===== src/rtl/crc_stream_engine.sv =====
// Streaming CRC engine: bus writes are queued in a small FIFO and folded into
// the CRC one byte per clock, most-significant byte first, with no bit reflection.
module crc_stream_engine #(
  parameter int          CRC_W      = 32,
  parameter int          FIFO_DEPTH = 4,
  parameter logic [31:0] POLY_DEF   = 32'h04C11DB7,
  parameter logic [31:0] INIT_DEF   = 32'hFFFFFFFF,
  parameter logic [31:0] XOR_DEF    = 32'h00000000,
  parameter logic [7:0]  CONF_ADR   = 8'h10,
  parameter logic [7:0]  DATA_ADR   = 8'h11,
  parameter logic [7:0]  OUT_ADR    = 8'h12,
  parameter logic [7:0]  COUNT_ADR  = 8'h13,
  parameter logic [7:0]  POLY_ADR   = 8'h14,
  parameter logic [7:0]  INIT_ADR   = 8'h15,
  parameter logic [7:0]  XOR_ADR    = 8'h16,
  parameter logic [7:0]  STAT_ADR   = 8'h17
) (
  input  logic        clk_i,
  input  logic        rst_i,
  input  logic [7:0]  pr_adr_i,
  input  logic        edwr_l_i,
  input  logic        edwr_h_i,
  input  logic        sedrd_i,
  input  logic [31:0] src_i,
  output logic [31:0] pr_src_o,
  output logic        irq_o
);
  localparam int AW = (FIFO_DEPTH > 1) ? $clog2(FIFO_DEPTH) : 1;

  typedef enum logic {IDLE, SHIFT} state_t;
  state_t state_q, state_d;

  logic [31:0]      fifoData_q [FIFO_DEPTH];
  logic             fifoFour_q [FIFO_DEPTH];
  logic [AW-1:0]    wrPtr_q, rdPtr_q;
  logic [AW:0]      level_q;
  logic [31:0]      shift_q;
  logic [2:0]       remain_q;
  logic [CRC_W-1:0] crc_q, poly_q, init_q, xor_q;
  logic [31:0]      count_q, rdata_q;
  logic             irqEn_q, irq_q, ovf_q, err_q;

  logic        anyWr, confWr, confInit, dataWr, dataFour, polyWr, initWr, xorWr;
  logic        empty, full, busy, pop, push, byteEn, finish;
  logic [31:0] pushData, rdVal;

  function automatic logic [CRC_W-1:0] mergeHalf(input logic [CRC_W-1:0] old,
                                                 input logic [31:0] src,
                                                 input logic wrL, input logic wrH);
    logic [31:0] ext;
    ext = 32'(old);
    if (!wrL) ext[15:0] = src[15:0];
    if (!wrH) ext[31:16] = src[31:16];
    return ext[CRC_W-1:0];
  endfunction

  function automatic logic [CRC_W-1:0] crcByte(input logic [CRC_W-1:0] crc,
                                               input logic [7:0] b,
                                               input logic [CRC_W-1:0] poly);
    logic [CRC_W-1:0] c;
    c = crc;
    c[CRC_W-1 -: 8] = c[CRC_W-1 -: 8] ^ b;
    for (int i = 0; i < 8; i++) c = c[CRC_W-1] ? ((c << 1) ^ poly) : (c << 1);
    return c;
  endfunction

  assign anyWr    = !edwr_l_i || !edwr_h_i;
  assign confWr   = (pr_adr_i == CONF_ADR) && !edwr_l_i;
  assign confInit = confWr && src_i[0];
  assign dataWr   = (pr_adr_i == DATA_ADR) && anyWr;
  assign polyWr   = (pr_adr_i == POLY_ADR) && anyWr;
  assign initWr   = (pr_adr_i == INIT_ADR) && anyWr;
  assign xorWr    = (pr_adr_i == XOR_ADR) && anyWr;
  assign dataFour = !edwr_l_i && !edwr_h_i;
  assign pushData = dataFour ? src_i :
                    (!edwr_l_i ? {src_i[15:0], 16'h0} : {src_i[31:16], 16'h0});

  assign empty = (level_q == '0);
  assign full  = (level_q == (AW+1)'(FIFO_DEPTH));
  assign busy  = (state_q != IDLE) || !empty;
  // A full FIFO still accepts a push on the edge that pops it.
  assign push  = dataWr && (!full || pop);

  always_comb begin
    state_d = state_q;
    pop     = 1'b0;
    byteEn  = 1'b0;
    finish  = 1'b0;
    case (state_q)
      IDLE: begin
        if (!empty) begin
          pop     = 1'b1;
          state_d = SHIFT;
        end
      end
      SHIFT: begin
        byteEn = 1'b1;
        if (remain_q == 3'd1) begin
          if (!empty) begin
            pop = 1'b1;
          end else begin
            state_d = IDLE;
            finish  = 1'b1;
          end
        end
      end
      default: state_d = IDLE;
    endcase
    if (confInit) begin
      state_d = IDLE;
      pop     = 1'b0;
      byteEn  = 1'b0;
      finish  = 1'b0;
    end
  end

  always_ff @(posedge clk_i or negedge rst_i) begin
    if (!rst_i) begin
      state_q  <= IDLE;
      wrPtr_q  <= '0;
      rdPtr_q  <= '0;
      level_q  <= '0;
      shift_q  <= '0;
      remain_q <= '0;
      for (int i = 0; i < FIFO_DEPTH; i++) begin
        fifoData_q[i] <= '0;
        fifoFour_q[i] <= 1'b0;
      end
    end else begin
      state_q <= state_d;
      if (confInit) begin
        wrPtr_q <= '0;
        rdPtr_q <= '0;
        level_q <= '0;
      end else begin
        if (push) begin
          fifoData_q[wrPtr_q] <= pushData;
          fifoFour_q[wrPtr_q] <= dataFour;
          wrPtr_q             <= wrPtr_q + 1'b1;
        end
        if (pop) begin
          shift_q  <= fifoData_q[rdPtr_q];
          remain_q <= fifoFour_q[rdPtr_q] ? 3'd4 : 3'd2;
          rdPtr_q  <= rdPtr_q + 1'b1;
        end else if (byteEn) begin
          shift_q  <= shift_q << 8;
          remain_q <= remain_q - 3'd1;
        end
        if (push && !pop)      level_q <= level_q + 1'b1;
        else if (pop && !push) level_q <= level_q - 1'b1;
      end
    end
  end

  always_ff @(posedge clk_i or negedge rst_i) begin
    if (!rst_i) begin
      crc_q   <= INIT_DEF[CRC_W-1:0];
      poly_q  <= POLY_DEF[CRC_W-1:0];
      init_q  <= INIT_DEF[CRC_W-1:0];
      xor_q   <= XOR_DEF[CRC_W-1:0];
      count_q <= '0;
      rdata_q <= '0;
      irqEn_q <= 1'b0;
      irq_q   <= 1'b0;
      ovf_q   <= 1'b0;
      err_q   <= 1'b0;
    end else begin
      if (polyWr) begin
        if (busy) err_q <= 1'b1;
        else      poly_q <= mergeHalf(poly_q, src_i, edwr_l_i, edwr_h_i);
      end
      if (initWr) begin
        if (busy) err_q <= 1'b1;
        else      init_q <= mergeHalf(init_q, src_i, edwr_l_i, edwr_h_i);
      end
      if (xorWr) xor_q <= mergeHalf(xor_q, src_i, edwr_l_i, edwr_h_i);
      if (confInit)    crc_q <= init_q;
      else if (byteEn) crc_q <= crcByte(crc_q, shift_q[31:24], poly_q);
      if (confWr && src_i[1]) count_q <= '0;
      else if (byteEn)        count_q <= count_q + 32'd1;
      if (dataWr && full && !pop) ovf_q <= 1'b1;
      if (finish && irqEn_q) irq_q <= 1'b1;
      // Clearing the flags takes priority over anything raised on the same edge.
      if (confWr) begin
        irqEn_q <= src_i[2];
        if (src_i[3]) begin
          ovf_q <= 1'b0;
          err_q <= 1'b0;
          irq_q <= 1'b0;
        end
      end
      if (!sedrd_i) rdata_q <= rdVal;
    end
  end

  always_comb begin
    rdVal = '0;
    case (pr_adr_i)
      OUT_ADR:   rdVal = 32'(crc_q ^ xor_q);
      COUNT_ADR: rdVal = count_q;
      POLY_ADR:  rdVal = 32'(poly_q);
      INIT_ADR:  rdVal = 32'(init_q);
      XOR_ADR:   rdVal = 32'(xor_q);
      STAT_ADR:  rdVal = {16'h0, 8'(level_q), 3'b000, err_q, ovf_q, empty, full, busy};
      default:   rdVal = '0;
    endcase
  end

  assign pr_src_o = rdata_q;
  assign irq_o    = irq_q;
endmodule


===== config.mk =====
export PLATFORM = sky130hd
export DESIGN_NAME = crc_stream_engine
export DESIGN_NICKNAME = d
export VERILOG_FILES = /design/src/rtl/crc_stream_engine.sv
export SDC_FILE = /design/constraint.sdc
export NUM_CORES = 1
export LEC_CHECK = 0
export BUFFER_PORTS_ARGS = -buffer_cell sky130_fd_sc_hd__buf_4
export CAP_MARGIN = 30
export CORE_MARGIN = 5
export CORE_UTILIZATION = 60
export CTS_BUF_LIST = sky130_fd_sc_hd__clkbuf_8
export DETAILED_ROUTE_END_ITERATION = 12
export PLACE_DENSITY = 0.76
export REMOVE_ABC_BUFFERS = 1
export SLEW_MARGIN = 10
export SYNTH_ARGS = -nofsm -noshare
export SYNTH_HDL_FRONTEND = slang
export SYNTH_SLANG_ARGS = --single-unit

===== constraint.sdc =====
create_clock -name clk_i -period 11.75 [get_ports clk_i]
set_input_delay 0.5875 -clock clk_i [delete_from_list [all_inputs] [get_ports clk_i]]
set_output_delay 0.5875 -clock clk_i [all_outputs]
set_load 0.01 [all_outputs]

# --- Word level (Yosys, flattened, before mapping) ---
# Cells that the tools add are included.
op_classes:
  addsub: 6
  mul: 0
  n_div: 0
  magnitude_cmp: 3
  eq_ne: 10
  shifts: 0
  muxes: 64
  bitwise: 17
  n_reduce_logical: 39
ops:
  columns: ["cell", "count"]
  rows:
  - ["$mux 32", 19]
  - ["$xor 32x32->32", 9]
  - ["$pmux 32 s6", 1]
  - ["$bwmux 128", 1]
  - ["$bmux 32 s2", 1]
  - ["$demux 32 s2", 1]
  - ["$eq 8x5->1 const B", 8]
  - ["$add 32x1->32 const B", 1]
  - ["$mux 1", 26]
  - ["$mux 3", 6]
  - ["$logic_and 1x1->1", 15]
  - ["$reduce_and 3->1", 4]
  - ["$reduce_bool 2->1", 5]
  - ["$mux 2", 4]
  - ["$reduce_and 2->1", 4]
  - ["$xor 8x8->8", 1]
  - ["$ge 3x3->1 const B", 2]
  - ["$logic_not 1->1", 6]
  - ["$not 2->3", 2]
  - ["$sub 3x1->3 const B", 2]
  - ["$not 1->1", 5]
  - ["$add 2x1->2 const B", 2]
  - ["$bwmux 4", 1]
  - ["$pmux 1 s2", 2]
  - ["other kinds (9)", 11]
word_totals:
  register_bits: 371
  latch_bits: 0
  ram_bits: 0
  mem_bits_ro: 0
  out_inout_bits: 33
  word_cells: 166
  memories: 0

# --- Logic depth before layout (Yosys ltp) ---
depth:
  ltp_word: 19
  ltp_mapped: 16
  ltp_nobuf: 15

# --- Least setup slack after synthesis ---
# No wires, ideal clock.
synth_path:
  kind: "register -> register"
  startpoint: "reg crc_q[31]"
  endpoint: "reg crc_q[22]"
  setup_time_ps: 64
  arrival_ps: 4065
  required_ps: 11686
  slack_ps: 7621
  path_stages_with_launch: 16
  period_less_slack_ps: 4129
  cell_sequence: "dfstp_2 > xor2_1 > nand2_1 > and3_1 > o311a_1 > nor4_1 > xnor2_1 > xnor3_1 > a211oi_1 > or2_2 > clkbuf_1 > clkbuf_1 > nand2_1 > xnor2_1 > a211o_1 > nand3_1"
synth_between:
  elab_chain_len: 18
synth_rtl:
  columns: ["item", "line_no", "text"]
  rows:
  - ["start: declaration", "39", "logic [CRC_W-1:0] crc_q, poly_q, init_q, xor_q;"]
  - ["start signal: assignment", "157", "crc_q <= INIT_DEF[CRC_W-1:0];"]
  - ["start signal: assignment", "177", "if (confInit) crc_q <= init_q;"]
  - ["start signal: assignment", "178", "else if (byteEn) crc_q <= crcByte(crc_q, shift_q[31:24], poly_q);"]
  - ["$xor 8x8->8 *", "62", "c[CRC_W-1 -: 8] = c[CRC_W-1 -: 8] ^ b;"]
  - ["$mux 32 *", "63", "for (int i = 0; i < 8; i++) c = c[CRC_W-1] ? ((c << 1) ^ poly) : (c << 1);"]
  - ["$xor 32x32->32", "63", null]
  - ["$mux 32 *", "63", null]
  - ["$xor 32x32->32", "63", null]
  - ["$mux 32 *", "63", null]
  - ["$xor 32x32->32", "63", null]
  - ["$mux 32 *", "63", null]
  - ["(+2 left out)", null, null]
  - ["$xor 32x32->32", "63", null]
  - ["$mux 32 *", "63", null]
  - ["$xor 32x32->32", "63", null]
  - ["$mux 32 *", "63", null]
  - ["$xor 32x32->32", "63", null]
  - ["$mux 32 *", "63", null]
  - ["$mux 32 *", "178", null]
  - ["$mux 32 *", "177", null]
# Mark *: on every way between the ends. The rest lies on a longest branch, timed or not. The select of a mux whose other input is x is not followed.
# A chain may end at the register's enable or synchronous reset.

# --- Worst setup path in the final report ---
layout_path:
  startpoint: "reg poly_q[31]"
  endpoint: "reg crc_q[4]"
layout_between:
  elab_chain_len: 16
  elab_cells_between_ends: 18
layout_rtl:
  columns: ["item", "line_no", "text"]
  rows:
  - ["start: declaration", "39", null]
  - ["start signal: assignment", "158", "poly_q <= POLY_DEF[CRC_W-1:0];"]
  - ["start signal: assignment", "170", "else poly_q <= mergeHalf(poly_q, src_i, edwr_l_i, edwr_h_i);"]
  - ["$xor 32x32->32", "63", null]
  - ["$mux 32 (2 in a row)", "63", null]
  - ["$xor 32x32->32", "63", null]
  - ["$mux 32", "63", null]
  - ["$mux 32 or $xor 32x32->32 (tied branches)", "63", null]
  - ["$xor 32x32->32 or $mux 32 (tied branches)", "63", null]
  - ["$mux 32 or $xor 32x32->32 (tied branches)", "63", null]
  - ["$xor 32x32->32 or $mux 32 (tied branches)", "63", null]
  - ["$mux 32 or $xor 32x32->32 (tied branches)", "63", null]
  - ["$xor 32x32->32 or $mux 32 (tied branches)", "63", null]
  - ["$mux 32 *", "63", null]
  - ["$xor 32x32->32 or $mux 32 (tied branches)", "63", null]
  - ["$mux 32 *", "63", null]
  - ["$mux 32 *", "178", null]
  - ["$mux 32 *", "177", null]
# Marks and branches as above.

==> results.md <==
* Setup-failing EPs final at 0
* Final #Nets at 2280
* Critical path class: register to register
* Synth Cell Area at ~0.021 sq mm
* H-tree Lvls at 2
* Worst EP required at approximately 12 ns
* EDFF count, synth at 0
* Gate Count Post-Synth at 2214
* Core Rows at roughly 70
* Switching fraction of total power at 0.4906
* Crit share post-route at 0.4541
* Router iterations before antenna repair at 6
* Core ar. at ~0.034 sq mm
* Via Count at approximately 17000
* Die ar. at approximately 0.039 sq mm
* Met2 GRT Util at 0.4855
* RD Place Congestion at around 0.92
* Worst Hold Class: input port to register
* Synth async-reset ratio at 1.000
* Data arrival, critical path at ~6.0 ns
* Grt peak-use layer: met2
* Setup TNS at 0 ns
* Largest net degree at the start of global routing at 160
* Outcome: finished, final reports clean
* Share of cells above drive strength 1 at 0.1892
* Yosys top cell area share at 0.3505
* Global route overflow at 0
* WL final at ~60000 microns
* Sw power at 3.777 mW
* Dpl ws at between 6 and 7 ns
* Clock buffer depth at 3
* Gr usage total at 0.3112
* Achievable frequency at approximately 190 MHz
* Maximum vdd drop at about 700 uV
* Syn. warnings at 0
* Max-cap violations at 0
* Initial antenna violation count at 1
* RSZ-0062 raised after global routing: false
* Synth-to-Final Area Change at 10.38%
* Logic pwr share at 0.637
* # DRC at 0
* Hold Path Depth at 3
* Worst setup margin at around 6.4 ns
* Slew headroom at 0.3118
* # diodes at 0
* Post-CTS setup buffers at 0
* Count leader, synth: nand2_1
* Largest fanout on the critical path at 32
* Critical Path End Type: register
* Wire per inst at approximately 22 microns
* # IOs at between 70 and 80
* GR Layer Usage met1 at 0.4428
* Min Tclk post-route at 5.335 ns
* Total CTS buffers at 60
* CTS tree: yes
* Count of cell types in the netlist at 62
* Leading area contributor after synthesis: dfrtp_1
* Pwr dens at roughly 330 mW/mm^2
* Clock group share of total power at 0.146
* Later-pin clock latency in the skew report at 0.68 ns
* IO Port Bufs at 77
* Antenna Nets Post-Route at 0
* Synth cell count leaders: nand2_1, dfrtp_1, o21ai_0
* Pint at between 3 and 4 mW
* Setup Skew at 0.03618 ns
* Sequential Power Share at 0.218
* Root Buffer: clkbuf_8
* Worst setup SP type: register
* Leak at 9.994 nW
* First-pass GRT wire length at 94770 microns
* Vias per cell at 6.143
* Sequential fraction of the synthesis area at 0.4485
* Slew @ Worst Pin at approximately 1.0 ns
* Detailed Route Iter0 Violations at about 1500
* Die Ht at between 150 and 200 microns
* Die X-Extent at about 200 microns
* Reg clk slew, reported paths at approximately 0.060 ns
* Met3 Track Usage GR at 0.05658
* Mapped Avg Cell Area at between 9 and 10 sq um
* Flops & latches, synth at about 370
* CTS Sinks at about 370
* Post-DP HPWL at between 30000 and 40000 microns
* Final Max Tran Viols at 0
* Top cells by area, synth: dfrtp_1, dfstp_2, xnor2_1
* Final Hold Fails at 0
* Synth Flop Type: dfrtp_1
* Initial Util at 0.6070
* Vias in the first global route at about 17000
* Worst R2R Path Depth at 15
-- routing by layer --
layer / wire length, microns / vias to the layer above
met5: 18 / -
met2: 27640 / 702
met3: 4660 / 119
met1: 25550 / 8271
met4: 2179 / 2
li1: - / 7695
-- worst paths after layout --
path,from,end,slack (ns)
hold reg to reg,fifoData_q[104],fifoData_q[104],0.47
setup / recovery,poly_q[31],crc_q[4],6.41
max in group asynchronous,rst_i,pr_src_o[24],9.81
min in group asynchronous,rst_i,fifoData_q[1],0.50
setup reg to reg,poly_q[31],crc_q[4],6.41
hold / removal,src_i[31],poly_q[31],0.19
-- critical path, cell delays in order (launching register included) --
cell and delay [ns]:
dfrtp_1 0.82, inv_1 0.45, o21ai_0 0.30, and2_1 0.15, buf_4 0.31, nand2_1 0.11, xnor2_1 0.20, xnor3_1 0.49
and3_1 0.25, a2111oi_0 0.46, nor3_2 0.16, xor2_4 0.52, buf_4 0.45, nand2_1 0.12, or3_1 0.36, nand3_1 0.09
-- final cells by class --
cell class / instances / area (sq um)
Inverter: 16 / 60.06
Fill cell: 2737 / 11370
Timing Repair Buffer: 120 / 962.2
Clock buffer: 69 / 949.7
Clock inverter: 44 / 261.5
Multi-Input combinational cell: 1658 / 10900
Tap cell: 455 / 569.3
Sequential cell: 371 / 9383
-- sequential cells by signal (all words and copies together), names as in the netlist --
register and flops:
crc_q 32, init_q 32, state_q 1, xor_q 32
err_q 1, ovf_q 1, shift_q 32, count_q 32
fifoData_q 128, remain_q 3, poly_q 32, level_q 3
irqEn_q 1, irq_o 1, rdPtr_q 2, wrPtr_q 2
pr_src_o 32, fifoFour_q 4
-- power groups by stage --
stage,Combinational (mW),Sequential (mW),Clock (mW)
CTS,4.89,1.67,1.14
floorplan,3.27,1.65,0
global route,5.36,1.69,1.20
finish,4.90,1.68,1.12
global placement,4.74,1.68,0
detailed placement,4.84,1.69,0
-- logic make-up (layout without fill, tap and decap cells) --
family          after synthesis  after routing  synth area share
fa+ha+maj                     8              8          0.005144
mux                         180            180            0.1119
simple gates                761            761            0.1611
xor+xnor                    262            262            0.1162
flops                       371            371            0.4485
buf+inv                     185            249           0.03362
compound gates              447            447            0.1235
-- repair_timing --
item | 4_1_cts | 5_1_grt
gates resized for setup | 0 | 0
hold buffers | 1 | 0
hold endpoints to repair | 79 | 0
-- cells in the final DEF, fill, tap and decap left out, types with 11 or more instances in the layout --
master    count
nand2_1     448
dfrtp_1     292
o21ai_0     208
xnor2_1     202
buf_4       113
a21oi_1     103
nor2_1      101
mux2_2      101
dfstp_2      78
clkbuf_8     69
nand3_1      51
inv_1        49
xor2_1       49
nor3b_1      48
mux2i_1      46
o22ai_1      41
nand4_1      35
mux4_2       33
a211o_1      23
a31oi_1      20
and3_1       13
nor3_1       11
-- through the flow --
stage                     hold slack, ns  instances  utilization  area (sq um)  power, mW
final                             0.1950       2733       0.6700         23090      7.698
after global routing              0.1634       2733       0.6700         23090      8.251
after CTS                         0.1538       2730       0.6684         23030      7.695
after detailed placement          0.4651       2616       0.6329         21810      6.533
after global placement            0.4558       2614       0.6324         21790      6.425
after floorplan                   0.2919       2045            -         20270      4.926
No activity file was read; power rests on OpenSTA's default activity.
